===== config.mk =====
export PLATFORM = sky130hd
export DESIGN_NAME = wm_ctrl_param
export DESIGN_NICKNAME = d
export VERILOG_FILES = /design/src/rtl/wm_ctrl_param.sv
export SDC_FILE = /design/constraint.sdc
export NUM_CORES = 1
export LEC_CHECK = 0
export CORE_UTILIZATION = 35
export CTS_CLUSTER_DIAMETER = 60
export DETAILED_ROUTE_END_ITERATION = 6
export PLACE_DENSITY_LB_ADDON = 0.15
export SLEW_MARGIN = 5
export SYNTH_ARGS = -nofsm -noshare
export SYNTH_HDL_FRONTEND = slang
export SYNTH_SLANG_ARGS = --single-unit

===== constraint.sdc =====
create_clock -name clk -period 4.9 [get_ports clk]
set_input_delay 0.98 -clock clk [delete_from_list [all_inputs] [get_ports clk]]
set_output_delay 0.98 -clock clk [all_outputs]
set_load 0.01 [all_outputs]

===== src/rtl/wm_ctrl_param.sv =====
// rtl/wm_ctrl_param.sv - parametrised washing-machine sequencer with modes, rinse loop, pause and abort-drain
module wm_ctrl_param #(
  parameter int CNT_W     = 8,
  parameter int FILL_CYC  = 4,
  parameter int WASH_CYC  = 8,
  parameter int DRAIN_CYC = 3,
  parameter int RINSE_CYC = 5,
  parameter int SPIN_CYC  = 6,
  parameter int N_RINSE   = 2
) (
  input  logic             clk,
  input  logic             res,
  input  logic             start,
  input  logic             pause,
  input  logic             abort,
  input  logic [1:0]       mode,
  output logic [2:0]       phase,
  output logic [CNT_W-1:0] count,
  output logic             busy,
  output logic             door_lock,
  output logic             valve,
  output logic             motor,
  output logic             pump,
  output logic             done,
  output logic             aborted
);

  localparam logic [2:0] P_IDLE  = 3'd0;
  localparam logic [2:0] P_FILL  = 3'd1;
  localparam logic [2:0] P_WASH  = 3'd2;
  localparam logic [2:0] P_DRAIN = 3'd3;
  localparam logic [2:0] P_RINSE = 3'd4;
  localparam logic [2:0] P_SPIN  = 3'd5;
  localparam logic [2:0] P_DONE  = 3'd6;

  localparam int WASH_Q = ((WASH_CYC >> 1) > 0) ? (WASH_CYC >> 1) : 1;

  localparam logic [CNT_W-1:0] ONE          = CNT_W'(1);
  localparam logic [CNT_W-1:0] FILL_LAST    = CNT_W'(FILL_CYC - 1);
  localparam logic [CNT_W-1:0] DRAIN_LAST   = CNT_W'(DRAIN_CYC - 1);
  localparam logic [CNT_W-1:0] RINSE_LAST   = CNT_W'(RINSE_CYC - 1);
  localparam logic [CNT_W-1:0] SPIN_LAST    = CNT_W'(SPIN_CYC - 1);
  localparam logic [CNT_W-1:0] WASH_LAST_N  = CNT_W'(WASH_CYC - 1);
  localparam logic [CNT_W-1:0] WASH_LAST_Q  = CNT_W'(WASH_Q - 1);
  // Heavy wash length wraps in CNT_W bits; 2^CNT_W cycles then ends at all-ones.
  localparam logic [CNT_W-1:0] WASH_DUR_H   = CNT_W'(2 * WASH_CYC);
  localparam logic [CNT_W-1:0] WASH_LAST_H  = WASH_DUR_H - ONE;
  localparam logic [2:0]       RPASS_LAST_N = 3'(N_RINSE - 1);
  localparam logic [2:0]       RPASS_LAST_H = 3'(N_RINSE);

  logic [1:0]       mode_q;
  logic [2:0]       rinse_q;
  logic             abort_q;
  logic             frozen;
  logic [CNT_W-1:0] wash_last;
  logic [2:0]       rpass_last;
  logic [CNT_W-1:0] phase_last;
  logic             at_end;

  assign busy      = (phase != P_IDLE) && (phase != P_DONE);
  assign door_lock = busy;
  assign frozen    = pause && busy && !abort_q;
  assign valve     = ((phase == P_FILL) || (phase == P_RINSE)) && !frozen;
  assign motor     = ((phase == P_WASH) || (phase == P_RINSE) || (phase == P_SPIN)) && !frozen;
  assign pump      = ((phase == P_DRAIN) || (phase == P_SPIN)) && !frozen;
  assign done      = (phase == P_DONE);

  always_comb begin
    wash_last  = WASH_LAST_N;
    rpass_last = RPASS_LAST_N;
    case (mode_q)
      2'd1: begin wash_last = WASH_LAST_Q; rpass_last = 3'd0;         end
      2'd2: begin wash_last = WASH_LAST_H; rpass_last = RPASS_LAST_H; end
      2'd3: begin wash_last = WASH_LAST_N; rpass_last = 3'd0;         end
      default: begin wash_last = WASH_LAST_N; rpass_last = RPASS_LAST_N; end
    endcase
  end

  always_comb begin
    phase_last = '0;
    case (phase)
      P_FILL:  phase_last = FILL_LAST;
      P_WASH:  phase_last = wash_last;
      P_DRAIN: phase_last = DRAIN_LAST;
      P_RINSE: phase_last = RINSE_LAST;
      P_SPIN:  phase_last = SPIN_LAST;
      default: phase_last = '0;
    endcase
  end

  assign at_end = (count == phase_last);

  always_ff @(posedge clk or negedge res) begin
    if (!res) begin
      phase   <= P_IDLE;
      count   <= '0;
      rinse_q <= 3'd0;
      mode_q  <= 2'd0;
      abort_q <= 1'b0;
      aborted <= 1'b0;
    end else begin
      aborted <= 1'b0;
      case (phase)
        P_IDLE: begin
          if (start) begin
            mode_q  <= mode;
            count   <= '0;
            rinse_q <= 3'd0;
            phase   <= (mode == 2'd3) ? P_RINSE : P_FILL;
          end
        end
        P_DONE: phase <= P_IDLE;
        default: begin
          // Abort outranks pause; a second abort during the safe drain is ignored.
          if (abort && !abort_q) begin
            abort_q <= 1'b1;
            phase   <= P_DRAIN;
            count   <= '0;
          end else if (!frozen) begin
            if (!at_end) begin
              count <= count + ONE;
            end else begin
              count <= '0;
              case (phase)
                P_FILL: phase <= P_WASH;
                P_WASH: phase <= P_DRAIN;
                P_DRAIN: begin
                  if (abort_q) begin
                    phase   <= P_IDLE;
                    abort_q <= 1'b0;
                    aborted <= 1'b1;
                  end else begin
                    phase <= P_RINSE;
                  end
                end
                P_RINSE: begin
                  if (rinse_q == rpass_last) phase <= P_SPIN;
                  else rinse_q <= rinse_q + 3'd1;
                end
                P_SPIN:  phase <= P_DONE;
                default: phase <= P_IDLE;
              endcase
            end
          end
        end
      endcase
    end
  end

endmodule


==> results.md <==
- Post-synthesis compound-gate area fraction: 0.235
- Largest cells by area after synthesis: dfrtp_1, nand2_1, a21oi_1
- Area of the multi-input gates: 821 um2
- Outcome: completed
- Final core area utilization: 0.448
- Clk pin slew, worst setup/hold paths: 0.07 ns
- Worst min-delay path category: flop to flop
- Yosys reg bits: 18
- Layout cells sized above 1: 0.0977
- Syn_nets: 163
- Crit start category: input port
- Synth Area in Adders: 0.0188
- Fmax achieved: 305 MHz
- Area Growth Syn to Fin: 23.3%
- Dominant cell type by area after synthesis: dfrtp_1
- Post-Synth Simple-Gate Area: 0.316
- Width of the chip: 63.7 um
- Largest family of logic cells by synthesized area: simple AND/OR/NAND/NOR gates
- Register area share after synthesis: 0.338
- Placed cells: 218
- First-pass GRT wire length: 5.55 mm
- CP max FO: 3
- Initial DRC count: 51
- Antenna cell count: 0
- Pin count of the biggest net entering global routing: 25
- Max Slew Vio Count: 0
- Final worst slack: 1.63 ns
- TNS Setup: 0 ns
- Area share of the largest cell type after synthesis: 0.338
- Critical Path RT: 3.92 ns
- Initial Util: 0.364
- Final Cycle Share: 0.668
- Most frequent cells in the layout: clkdlybuf4s50_1, dfrtp_1, nand2_1, a21oi_1
- Via count: 1234
- Gpl congestion: 0.823
- # nets final: 184
- RSZ-0062 raised after global routing: no
- Rows: 22
- Worst-Margin Slew: 0.864 ns
- Reg area: 450 um2
- Async set-or-reset flop fraction in the synthesized netlist: 1.00
- Avg Inst Size Synth: 8.64 um2
- Worst hold slack: 0.589 ns
- Vias in the first global route: 1153
- Cts-stage hold buffer count: 0
- PortBufs: 24
- Synth Instances: 154
- Detailed Route WL: 3.30 mm
- Crit path DAT: 2.29 ns
- Die area: 0.00405 mm2
- Fin cells: 222
- GRT overflow: 0
- H-Tree Level Count: 1
- Initial antenna violation count: 0
- Sink Count: 18
- Worst Skew: 0.00823 ns
- Root buffer selected by CTS: clkbuf_8
- Post-route ant nets: 0
- Num CTS Buffers: 3
- Final setup fails: 0
- Post-cts resize count: 0
- DRC viols: 0
- Final hold violations: 0
- Post-CTS Setup Inserts: 0
- DP Worst Slack: 1.62 ns
- Post-synth EDFFs: 0
- Gr usage total: 0.175
- Core Footprint: 0.00366 mm2
- Area of the mapped netlist: 0.00133 mm2
- Synth unique cells: 50
- Filler cell count: 367
- P per Cell Area: 628 mW/mm2
- Pre-antenna DRT Iters: 4
- Worst-skew pair later-pin latency: 0.26 ns
- Max VDD drop: 345 uV
- Clock period minus worst slack: 3.27 ns
- Leakage power: 0.693 nW
- Hpwl dp: 2.46 mm
- Max clock buf depth: 2
- Kind of end point of the critical path: output pin
- Synth Area in XOR/XNOR: 0.0132
- Setup CP Type: input port to output pin
- Commonest non-fill, non-tap cell in the layout: clkdlybuf4s50_1
- Slew HR: 0.422
- Chip Height: 63.7 um
- Multiplexer share of the synthesized area: 0.0338
- Vias/cell: 5.56
- Main synth FF type: dfrtp_1
- CTS tree: yes
- IO Pins: 25
- Synth warn: 0
- Max-cap check violation count: 0
- DR WL/cell: 14.9 um
## power by group
group	internal (mW)	switching, mW
Sequential	0.190	0.112
Clock	0.0716	0.0545
Combinational	0.301	0.303
## Yosys cell counts, types with 2 or more instances
master / number
a21o_1: 3
buf_2: 3
a32oi_1: 2
a22o_1: 4
clkbuf_1: 2
inv_1: 4
o31ai_1: 5
nand2b_1: 7
nor3b_2: 2
nor2_1: 7
nand2_1: 15
and3_1: 6
a21oi_1: 10
nor2b_1: 5
nor3_1: 8
nand3_1: 6
a31oi_1: 2
o21bai_1: 2
o22ai_1: 2
dfrtp_1: 18
o21ai_0: 8
ha_1: 2
mux2_2: 4
## path summary, 6_finish.rpt
check | slack (ns) | depth (start not counted) | startpoint | end
max | 1.63 | 5 | pause | valve
min | 0.59 | 1 | rinse_q[0] | rinse_q[0]
min in group asynchronous | 1.20 | 1 | res | count[2]
max in group asynchronous | 3.16 | 1 | res | rinse_q[1]
min reg2reg | 0.59 | 1 | rinse_q[0] | rinse_q[0]
max reg2reg | 2.34 | 7 | phase[1] | phase[2]
## flip-flops by register name, indices dropped and copies added (netlist names)
name and count:
count 8, phase 3, mode_q 2, rinse_q 3, aborted 1, abort_q 1
## per-stage QoR
step	instance area, um2	power (mW)
CTS	1640	1.04
floorplan	1330	0.714
global placement	1590	0.905
global route	1640	1.12
detailed placement	1590	0.909
finish	1640	1.03
## critical path, stage by stage
cell,delay (ns)
clkdlybuf4s50_1,0.46
nand2b_1,0.14
o21ai_0,0.09
nor2_1,0.09
clkdlybuf4s50_1,0.55
## cell type report
type                            instances  area share
Multi-Input combinational cell        124       0.500
Clock buffer                            4      0.0335
Tap cell                               48      0.0366
Sequential cell                        18       0.274
Timing Repair Buffer                   24       0.146
Inverter                                4     0.00915
## kinds of logic after synthesis
group,after synthesis
buf+inv,12
xor+xnor,2
fa+ha+maj,2
flops,18
compound gates,46
mux,4
simple gates,70
## metal layers
metal  track usage  up-vias  wire (um)  share of wire
met4        0.0511        0         42          0.013
met2         0.282       34       1600           0.48
met1         0.242      585       1520           0.46
met3        0.0217        5        138          0.042
met5             0        -          0              0
li1              -      610          -              -
Power figures use the tool's default switching activity.
